$ cat config.mk
export PLATFORM = sky130hd
export DESIGN_NAME = oam_dma
export DESIGN_NICKNAME = d
export VERILOG_FILES = /design/src/rtl/oam_dma.sv
export SDC_FILE = /design/constraint.sdc
export NUM_CORES = 1
export LEC_CHECK = 0
export ABC_AREA = 1
export CAP_MARGIN = 25
export CORE_MARGIN = 2
export CORE_UTILIZATION = 34
export DETAILED_ROUTE_END_ITERATION = 6
export HOLD_SLACK_MARGIN = 0.15
export PLACE_DENSITY = 0.74
export RECOVER_POWER = 50
export SYNTH_ARGS = -nofsm -noshare
export SYNTH_HDL_FRONTEND = slang
export SYNTH_SLANG_ARGS = --single-unit
export TNS_END_PERCENT = 30
$ cat constraint.sdc
create_clock -name clk -period 1.4 [get_ports clk]
set_input_delay 0.21 -clock clk [delete_from_list [all_inputs] [get_ports clk]]
set_output_delay 0.21 -clock clk [all_outputs]
set_load 0.01 [all_outputs]
$ cat src/rtl/oam_dma.sv
// oam_dma: copies XFER_LEN bytes from page {src,00} of the system bus into OAM.
//
// A CPU write to FF46 (sampled on the t_cycle==3 edge) latches the source page
// and starts a transfer: one START M-cycle, then XFER_LEN XFER M-cycles. Each
// XFER M-cycle reads {eff_src, idx} over the bus. The byte is written into OAM
// at the t_cycle==3 edge that closes that M-cycle.
//
// Bus ownership: in IDLE and START the CPU owns the system bus, and its
// signals pass straight through. The FF46 register is the exception: it is
// never forwarded. In XFER the DMA owns the bus. CPU reads then return 8'hFF
// and CPU writes are dropped, except for accesses to FF46.
//
// Ports:
//   clk, reset           clock, synchronous active-high reset
//   t_cycle[1:0]         T-cycle phase, M-cycle boundary at 3
//   cpu_*                CPU-side access (addr, enable, write, wdata, rdata)
//   bus_*                system bus toward memory
//   oam_*                OAM write port
//   dma_active           high in START or XFER
//   dbg_state_o[1:0]     current FSM state, for debug and checkers
module oam_dma #(
  parameter int XFER_LEN = 160
) (
  input  logic        clk,
  input  logic        reset,
  input  logic [1:0]  t_cycle,
  input  logic [15:0] cpu_addr,
  input  logic        cpu_enable,
  input  logic        cpu_write,
  input  logic [7:0]  cpu_wdata,
  output logic [7:0]  cpu_rdata,
  output logic [15:0] bus_addr,
  output logic        bus_enable,
  output logic        bus_write,
  output logic [7:0]  bus_wdata,
  input  logic [7:0]  bus_rdata,
  output logic [7:0]  oam_addr,
  output logic [7:0]  oam_wdata,
  output logic        oam_write,
  output logic        dma_active,
  output logic [1:0]  dbg_state_o
);

  typedef enum logic [1:0] {
    IDLE  = 2'd0,
    START = 2'd1,
    XFER  = 2'd2
  } state_t;

  localparam logic [7:0] LAST_IDX = 8'(XFER_LEN - 1);

  state_t     state_q, state_d;
  logic [7:0] src_q, src_d;
  logic [7:0] idx_q, idx_d;

  logic       m_edge;
  logic       is_ff46;
  logic       ff46_wr;
  logic [7:0] eff_src;

  assign m_edge  = (t_cycle == 2'd3);
  assign is_ff46 = (cpu_addr == 16'hFF46);
  assign ff46_wr = cpu_enable & cpu_write & is_ff46 & m_edge;

  // Pages E0-FF are echo RAM. Fold them back onto C0-DF.
  assign eff_src = (src_q >= 8'hE0) ? (src_q - 8'h20) : src_q;

  always_ff @(posedge clk) begin
    if (reset) begin
      state_q <= IDLE;
      src_q   <= 8'h00;
      idx_q   <= 8'h00;
    end else begin
      state_q <= state_d;
      src_q   <= src_d;
      idx_q   <= idx_d;
    end
  end

  // A FF46 write restarts the transfer from any state. It wins over the
  // advance or completion that would otherwise happen at the same edge.
  always_comb begin
    state_d = state_q;
    src_d   = src_q;
    idx_d   = idx_q;
    if (ff46_wr) begin
      src_d   = cpu_wdata;
      idx_d   = 8'h00;
      state_d = START;
    end else if (m_edge) begin
      case (state_q)
        START: state_d = XFER;
        XFER: begin
          if (idx_q == LAST_IDX) state_d = IDLE;
          else                   idx_d   = idx_q + 8'h01;
        end
        default: state_d = state_q;
      endcase
    end
  end

  always_comb begin
    bus_addr   = cpu_addr;
    bus_enable = cpu_enable & ~is_ff46;
    bus_write  = cpu_write;
    bus_wdata  = cpu_wdata;
    cpu_rdata  = is_ff46 ? src_q : bus_rdata;
    oam_addr   = 8'h00;
    oam_wdata  = 8'h00;
    oam_write  = 1'b0;
    if (state_q == XFER) begin
      bus_addr   = {eff_src, idx_q};
      bus_enable = 1'b1;
      bus_write  = 1'b0;
      bus_wdata  = 8'h00;
      cpu_rdata  = is_ff46 ? src_q : 8'hFF;
      oam_write  = m_edge;
      oam_addr   = idx_q;
      oam_wdata  = bus_rdata;
    end
  end

  assign dma_active  = (state_q == START) || (state_q == XFER);
  assign dbg_state_o = state_q;

endmodule

# --- Word level (Yosys, flattened, before mapping) ---
# Index checks and enable logic that the tools add are counted.
# W data, S select, Z words.
classes:
  addsub: 2
  n_lt_le_gt_ge: 1
  n_eq_ne: 7
  n_mux: 15
  bitwise_logic: 6
  reduce_logical: 8
op_table:
  columns: ["operator", "n"]
  rows:
  - ["$mux W8", 7]
  - ["$eq A16 B16 Y1 const B", 1]
  - ["$mux W16", 1]
  - ["$reduce_and A3 Y1", 3]
  - ["$add A8 B1 Y8 const B", 1]
  - ["$eq A8 B8 Y1 const B", 1]
  - ["$ge A8 B8 Y1 const B", 1]
  - ["$sub A8 B6 Y8 const B", 1]
  - ["$mux W1", 5]
  - ["$and A1 B1 Y1", 4]
  - ["$eq A2 B2 Y1 const B", 2]
  - ["$pmux W2 S2", 1]
  - ["$reduce_bool A2 Y1", 2]
  - ["$ne A3 B3 Y1 const B", 1]
  - ["$reduce_bool A3 Y1", 1]
  - ["$eq A2 B1 Y1 const B", 1]
  - ["$mux W2", 1]
  - ["$ne A2 B2 Y1 const B", 1]
  - ["$not A1 Y1", 2]
  - ["$reduce_or A2 Y1", 1]
  - ["$logic_or A1 B1 Y1", 1]
totals:
  regBits: 18
  in_bits: 38
  out_inout_bits: 54
  wordCells: 43

# --- Logic depth before layout (Yosys ltp) ---
depth:
  depth_word: 5
  mapped_depth: 9

# --- Worst setup path after synthesis ---
# No wires, ideal clock.
synth_path:
  path_type: "register -> output"
  startpoint: "register state_q[0], in the netlist dbg_state_o[0]"
  endpoint: "output port bus_addr[15]"
  t_arrival_ns: 1.324
  required_ns: 1.190
  slack_ns: -0.134
  stages_incl_launch_ff: 9
  cell_sequence: "dfxtp_1 inv_1 ha_1 buf_2 inv_2 buf_2 buf_2 nand2_1 nand2_1"
synth_via:
  elab_chain_len: 2
synth_rtl:
  columns: ["element", "line", "rtl"]
  rows:
  - ["start, declared", "52", "state_t state_q, state_d;"]
  - ["start signal, assigned", "74", "state_q <= state_d;"]
  - ["$eq A2 B2 Y1", "111", "if (state_q == XFER) begin"]
  - ["$mux W16", "111", null]
  - ["end, declared", "32", "output logic [15:0] bus_addr,"]
# No other way between the ends.

# --- Worst setup path after layout ---
layout_path:
  startpoint: "register state_q[0], in the netlist dbg_state_o[0]"
  endpoint: "register state_q[0], in the netlist dbg_state_o[0]"
layout_via:
  elab_chain_len: 4
  word_cells_on_any_way: 8
  classes_between: "eq/ne (3); mux (3); reduce/logical (2)"
layout_rtl:
  columns: ["element", "line", "rtl"]
  rows:
  - ["$eq A2 B2 Y1 / $eq A2 B1 Y1 (equally long branches)", "91", "case (state_q)"]
  - ["$pmux W2 S2", "91", null]
  - ["$mux W1", "90", "end else if (m_edge) begin"]
  - ["$mux W1", "86", "if (ff46_wr) begin"]
# Several ways; a longest one is shown, not always the timed one. The select of a mux whose other input is x is not followed.
# A chain may end at the register's enable or synchronous reset.

==> impl_metrics.toml <==
[setup_path]
worst-path-max-fanout = 2
crit_family = "buffers and inverters"
critPathArrivalTime_ps = 1870
startpoint_type = "flip-flop"
slowest_stage = "sky130_fd_sc_hd__dfxtp_2"
element_type_at_the_critical_path_end = "flip-flop"
cpPeakStageDelay_ps = 340
cp.buffers_inverters = 9
series_of_cell_instances_along_the_critical_path = "inv_2 -> buf_4 -> buf_4 -> buf_6 -> buf_4 -> buf_4 -> buf_4 -> buf_4 -> buf_4 -> nor2_2 -> nand2_1 -> a21oi_2"
crit_type = "flip-flop to flip-flop"
critPathMostFrequentCell = "sky130_fd_sc_hd__buf_4"
critPathRequiredTime_ps = 1590

[layout]
net_count_of_the_finished_layout = 467
drive_gt1_share_pct = 42.7
diodes = 0
register_area_um2 = 363
multiInputGateArea_um2 = 1120
num-fill-cells = 382
area_growth_pct = 95.0

[global_route]
grt_first_pass_wirelength_um = 9690
grt_max_degree = 15
first_global_vias = 2087
global_route.overflow_total = 0
grt_util_all_layers_pct = 23.5
antenna_violations_before_repair = 0

[sta]
fin_setup_tns_ps = -9230
final.setup_skew_ps = 7.40
setup_viol_count_final = 54
timing.hold.ws_ps = 514
timing.final.ws_setup_ps = -280
final-hold-violation-count = 0
max_slew_headroom_at_the_worst_pin_pct = 72.2
fin_crit_sh_pct = 120
finalMaxSlewViolations = 0
tightestPinTransition_ps = 413
post-route-min-period_ps = 1680
max_freq_mhz = 595
rsz0062_at_grt = "true"

[die]
rows = 24
number_of_ports_placed_on_the_die_boundary = 92
floorplan.core_area_um2 = 4410
die_y_um = 72.0
initial_core_util_pct = 35.7
die_width_um = 72.0
die_area_um2 = 5190

[placement]
place.gp.congestion = 0.804
hpwl_um = 4040
io_buffers = 91

[hold_path]
min-delay-path-class = "flip-flop to flip-flop"

[detailed_routing]
vias_per_cell = 4.68
ant_nets = 0
dr.first_iter.drc_count = 84
wire_per_inst_um = 13.3
drt-total-wl_um = 6320
vias = 2228
first_pass_iters = 4
drc = 0

[clock_tree]
tritoncts_num_sinks = 18
cts_tree = "done"
clockBufferDepth = 2
worst_skew_late_latency_ps = 260
htree_levels = 1
cts.root.buffer_cell = "sky130_fd_sc_hd__clkbuf_8"
clk_pin_slew_ps = 80
cts_made_buffers = 3

[pwr]
finalPower_uw = 1280
static-leakage-power_uw = 0.00175
peakVddDrop_v = 0.000335
power_density_nw_per_um2 = 418

[job]
number_of_max_cap_violations = 0

[synthesis]
postSynthNetCount = 322
netlist.top_cell.by_area = "sky130_fd_sc_hd__dfxtp_1"
ys.flop_type = "sky130_fd_sc_hd__dfxtp_1"
syn_avg_cell_area_um2 = 5.62
yosysTopAreaCellShare_pct = 22.9
async_reset_ff_share_pct = 0
synth-edff-count = 0
mappedNetlistArea_um2 = 1570
yosys_warnings = 0
synthCells = 280
ys_seq_area_share_pct = 22.9
synth_area_leaders = "sky130_fd_sc_hd__dfxtp_1 (23%), sky130_fd_sc_hd__nand2_1 (19%), sky130_fd_sc_hd__inv_1 (14%)"
postSynthRegisterBits = 18
synth.distinct_cells = 27

[outcome]
run_status = "finished with violations"
violations = "setup timing"
==> layout make-up <==
class | instances | area share [%]
clock buffers | 4 | 1.79
repair buffers | 150 | 40.0
inverters | 61 | 7.70
flip-flops and latches | 18 | 11.8
multi-input cells | 191 | 36.5
well taps | 52 | 2.12
==> path summary, 6_finish.rpt <==
path,slack [ps],from,cells after the start,endpoint
setup / recovery,-280,dbg_state_o[0],12,dbg_state_o[0]
hold reg to reg,510,idx_q[0],2,idx_q[0]
setup reg to reg,-280,dbg_state_o[0],12,dbg_state_o[0]
hold / removal,510,idx_q[0],2,idx_q[0]
==> where the power goes <==
group	total (uW)	switching (uW)	leakage [uW]	internal, uW
combinational	329	150	0.00157	179
sequential	511	0.000427	0.000146	511
clock	442	192	0.0000288	250
total	1280	341	0.00175	941
==> routing by layer <==
layer	global-route usage (%)	wire (um)
met1	26.6	2410
met2	46.9	3490
met3	2.78	354
met4	4.19	61
met5	0	0
==> cells in the mapped netlist (3+ instances only) <==
library cell and n:
sky130_fd_sc_hd__o21ai_1 19, sky130_fd_sc_hd__a21oi_1 4, sky130_fd_sc_hd__nand3_1 15, sky130_fd_sc_hd__inv_1 57
sky130_fd_sc_hd__a21oi_2 6, sky130_fd_sc_hd__nor3_1 3, sky130_fd_sc_hd__nor2_2 3, sky130_fd_sc_hd__dfxtp_1 18
sky130_fd_sc_hd__buf_2 8, sky130_fd_sc_hd__nand4_1 3, sky130_fd_sc_hd__ha_1 4, sky130_fd_sc_hd__nand2_1 79
sky130_fd_sc_hd__nor2_1 42
==> tightest hold or removal path, stage by stage, from the launching register on <==
cell and delay (ps):
sky130_fd_sc_hd__dfxtp_2 360, sky130_fd_sc_hd__nand2_1 80, sky130_fd_sc_hd__a21oi_2 50
==> cell usage in the layout, fill, tap and decap left out, types with 2 or more instances in the layout <==
master / netlist / layout
sky130_fd_sc_hd__buf_4: 0 / 43
sky130_fd_sc_hd__buf_6: 1 / 17
sky130_fd_sc_hd__a21oi_2: 6 / 8
sky130_fd_sc_hd__nand2_2: 2 / 12
sky130_fd_sc_hd__xor2_1: 2 / 2
sky130_fd_sc_hd__buf_12: 0 / 2
sky130_fd_sc_hd__nor2_4: 1 / 7
sky130_fd_sc_hd__dfxtp_2: 0 / 2
sky130_fd_sc_hd__nand2_4: 2 / 3
sky130_fd_sc_hd__buf_16: 0 / 2
sky130_fd_sc_hd__nand2_1: 79 / 68
sky130_fd_sc_hd__dfxtp_1: 18 / 16
sky130_fd_sc_hd__clkbuf_8: 0 / 4
sky130_fd_sc_hd__nand3_4: 1 / 2
sky130_fd_sc_hd__a21oi_1: 4 / 2
sky130_fd_sc_hd__nand3_1: 15 / 13
sky130_fd_sc_hd__nor2_1: 42 / 27
sky130_fd_sc_hd__clkdlybuf4s15_1: 0 / 3
sky130_fd_sc_hd__nor2_2: 3 / 12
sky130_fd_sc_hd__inv_1: 57 / 52
sky130_fd_sc_hd__nand4_1: 3 / 3
sky130_fd_sc_hd__o21ai_2: 0 / 9
sky130_fd_sc_hd__buf_2: 8 / 44
sky130_fd_sc_hd__dlygate4sd2_1: 0 / 16
sky130_fd_sc_hd__ha_1: 4 / 3
sky130_fd_sc_hd__clkdlybuf4s50_1: 0 / 21
sky130_fd_sc_hd__o21ai_1: 19 / 11
sky130_fd_sc_hd__inv_2: 2 / 6
sky130_fd_sc_hd__nor3_1: 3 / 3
==> kinds of logic (layout without fill, tap and decap cells) <==
group | count (synthesis) | after routing | synth area share (%)
compound gates | 30 | 30 | 11.0
xor+xnor | 2 | 2 | 1.11
fa+ha+maj | 4 | 4 | 3.18
buf+inv | 72 | 215 | 18.4
flops | 18 | 18 | 22.9
simple gates | 154 | 155 | 43.4
==> registers in the layout, indices dropped and copies added, names as in the netlist <==
name         flops
idx_q            8
src_q            8
dbg_state_o      2
==> metrics by stage <==
step	instance area, um2	setup WS [ps]	utilization, %	instances
final	3070	-280	69.5	476
after global routing	3070	-344	69.5	476
after CTS	2980	-261	67.5	475
after global placement	2780	-769	63.0	449
after floorplan	1580	-37.5	-	280
after detailed placement	2780	-815	63.0	449
==> repair_timing <==
| action | in CTS | in global routing |
|---|---|---|
| buffers inserted | 18 | 1 |
| resized for setup | 286 | 24 |
| pin swaps | 25 | 9 |
| hold buffers | 0 | 0 |
| endpoints found under the setup margin | 64 | 70 |
| cloned | 4 | 0 |
No activity file was read; power rests on OpenSTA's default activity.
==> RTL edit: new RTL, config.mk and constraints unchanged <==
Put a register stage on the output `oam_write`, with the module's reset. The value now appears one clock later. The other outputs are not delayed to match.
--- a/src/rtl/oam_dma.sv
+++ b/src/rtl/oam_dma.sv
@@ -48,6 +48,8 @@
   } state_t;
 
   localparam logic [7:0] LAST_IDX = 8'(XFER_LEN - 1);
+
+  logic oam_write_d;
 
   state_t     state_q, state_d;
   logic [7:0] src_q, src_d;
@@ -107,14 +109,14 @@
     cpu_rdata  = is_ff46 ? src_q : bus_rdata;
     oam_addr   = 8'h00;
     oam_wdata  = 8'h00;
-    oam_write  = 1'b0;
+    oam_write_d = 1'b0;
     if (state_q == XFER) begin
       bus_addr   = {eff_src, idx_q};
       bus_enable = 1'b1;
       bus_write  = 1'b0;
       bus_wdata  = 8'h00;
       cpu_rdata  = is_ff46 ? src_q : 8'hFF;
-      oam_write  = m_edge;
+      oam_write_d = m_edge;
       oam_addr   = idx_q;
       oam_wdata  = bus_rdata;
     end
@@ -123,5 +125,13 @@
   assign dma_active  = (state_q == START) || (state_q == XFER);
   assign dbg_state_o = state_q;
 
+  always_ff @(posedge clk) begin
+    if (reset) begin
+      oam_write <= '0;
+    end else begin
+      oam_write <= oam_write_d;
+    end
+  end
+
 endmodule
 
Behaviour: not the same (Yosys sat finds a counterexample within 4 cycles, from zero or initial values and one cycle with reset high).
==> RTL edit against the unedited design <==
The run still ends with negative setup slack left; sequential cell count increased by 1; maximum frequency increased by 1.7%; routed wire length decreased by 4.2%; worst setup slack improved by 0.028 ns; utilization increased by 0.99 points; register-to-register slack improved by 0.10 ns; combinational power increased by 7.0%; total power increased by 2.0%; non-clock buffer count decreased by 7; clock skew decreased by 0.0063 ns; cell area about the same; die area decreased by 2.8%; area after synthesis decreased by 2.9%; global-route usage decreased by 0.55 points.
==> RTL edit: results (changes against the unedited design) <==
pre_cts_slack_ns: -0.860  # -0.0450 ns
post_dp_cell_area_sq_um: 2780  # -0.18%
post_layout_nonfiller_instances: 476  # unchanged
crit_arrival_ns: 1.44  # -0.43 ns
place_congestion: 0.812  # +1.0%
synthXorXnorAreaFrac_pct: 1.15  # +0.034 points
placed_cells: 456  # +1.6%
yosys-mux-area-fraction_pct: 0  # unchanged
grt_max_degree: 19  # +4
fill_cells: 362  # -5.2%
syn_area_per_cell_sq_um: 5.38  # -4.3%
clock_latency_ns: 0.27
synth_compound_area_share_pct: 10.2  # -0.81 points
clk_pin_slew_ns: 0.08  # about the same
skew_ns: 0.00111  # -0.00628 ns
htree_levels: 1  # unchanged
violations: "negative setup slack"
setup_violations: 58  # +7.4%
setup_ws_ns: -0.253  # +0.0276 ns
grt_usage_pct: 22.9  # -0.55 points
leakagePower_nw: 1.72  # -1.5%
seq_area_frac_synth_pct: 24.9  # +2.0 points
crit_slowest_cell: "dfxtp_2"
synthTopCellsByCount: "nand2_1, inv_1, nor2_1"
grt_pass1_wl_um: 9250  # -4.5%
yosysWarnings: 0  # unchanged
antenna_found_initial: 0  # unchanged
slew_headroom_pct: 85.5  # +13 points
diodes: 0  # unchanged
hpwlAfterDp_um: 4040  # about the same
first_global_vias: 1995  # -4.4%
peakVddDrop_mv: 0.538  # +61%
drive_above_1_share_pct: 37.5  # -5.2 points
synthAdderAreaFrac_pct: 3.28  # +0.096 points
slowest_delay_ns: 0.34  # about the same
synth_cell_type_count: 22  # -19%
status: "complete, but fails checks"
synth_nets: 326  # +1.2%
path_max_fanout: 5  # +3
cts_buffers: 3  # unchanged
hold_path_class: "flip-flop to flip-flop"
synth_area_leaders: "dfxtp_1, nand2_1, inv_1, nor2_1, o21ai_0"
clk_path_buf_depth: 2  # unchanged
fin_nets: 467  # unchanged
cts_root_buf: "clkbuf_8"
port_buffers: 91  # unchanged
drt-pass1-iter-count: 4  # unchanged
drt_iter0_drc: 107  # +27%
p_per_area_nw_per_um2: 426  # +1.9%
fin_setup_tns_ns: -9.61  # -0.379 ns
async_flop_share_pct: 0  # unchanged
vias: 2178  # -2.2%
drt-total-wl_um: 6060  # -4.2%
RTL edit: where the power goes:
part	internal (mW)	switching, mW
Sequential	0.540	0.000000426
Combinational	0.194	0.158
Clock	0.204	0.213
RTL edit: logic make-up (layout without fill, tap and decap cells):
family,after synthesis,count (layout)
compound gates,31,31
xor+xnor,2,2
fa+ha+maj,4,4
buf+inv,68,207
flops,19,19
simple gates,160,161
RTL edit: worst register-to-register path, cell delays in order (launching register included):
cell and delay [ns]:
dfxtp_2 0.33, inv_2 0.06, ha_4 0.18, buf_6 0.13, clkinv_8 0.07, buf_16 0.14, nor2_4 0.13, inv_2 0.08
nor2_4 0.15, nand2_1 0.10, a21oi_2 0.15
RTL edit: final timing paths:
path | slack, ns | to | startpoint | cells after the start
worst max-delay path | -0.25 | cpu_rdata[6] | dbg_state_o[0]$_SDFFE_PP0P_ | 9
worst min-delay path | 0.53 | idx_q[1]$_SDFFE_PP0P_ | idx_q[1]$_SDFFE_PP0P_ | 2
worst max register to register | -0.18 | idx_q[3]$_SDFFE_PP0P_ | dbg_state_o[0]$_SDFFE_PP0P_ | 10
worst min register to register | 0.53 | idx_q[1]$_SDFFE_PP0P_ | idx_q[1]$_SDFFE_PP0P_ | 2
RTL edit: final cells by class:
cell class / count / share of cell area (%)
Inverter: 60 / 7.74
Timing Repair Buffer: 143 / 40.1
Clock buffer: 4 / 1.47
Tap cell: 52 / 2.12
Multi-Input combinational cell: 198 / 36.1
Sequential cell: 19 / 12.5
RTL edit: per-layer routing:
layer / vias to the layer above / GRT usage [%] / part of all wire (%)
met5: - / 0 / 0
met4: 0 / 7.34 / 1.9
met3: 11 / 3.42 / 5.7
met2: 78 / 38.8 / 51
met1: 968 / 29.9 / 41
li1: 1121 / - / -
RTL edit: repair_timing:
item / 4_1_cts / 5_1_grt
cloned: 4 / 0
setup endpoints to repair: 68 / 68
pin swaps: 27 / 5
resized for setup: 266 / 34
buffers inserted: 12 / 1
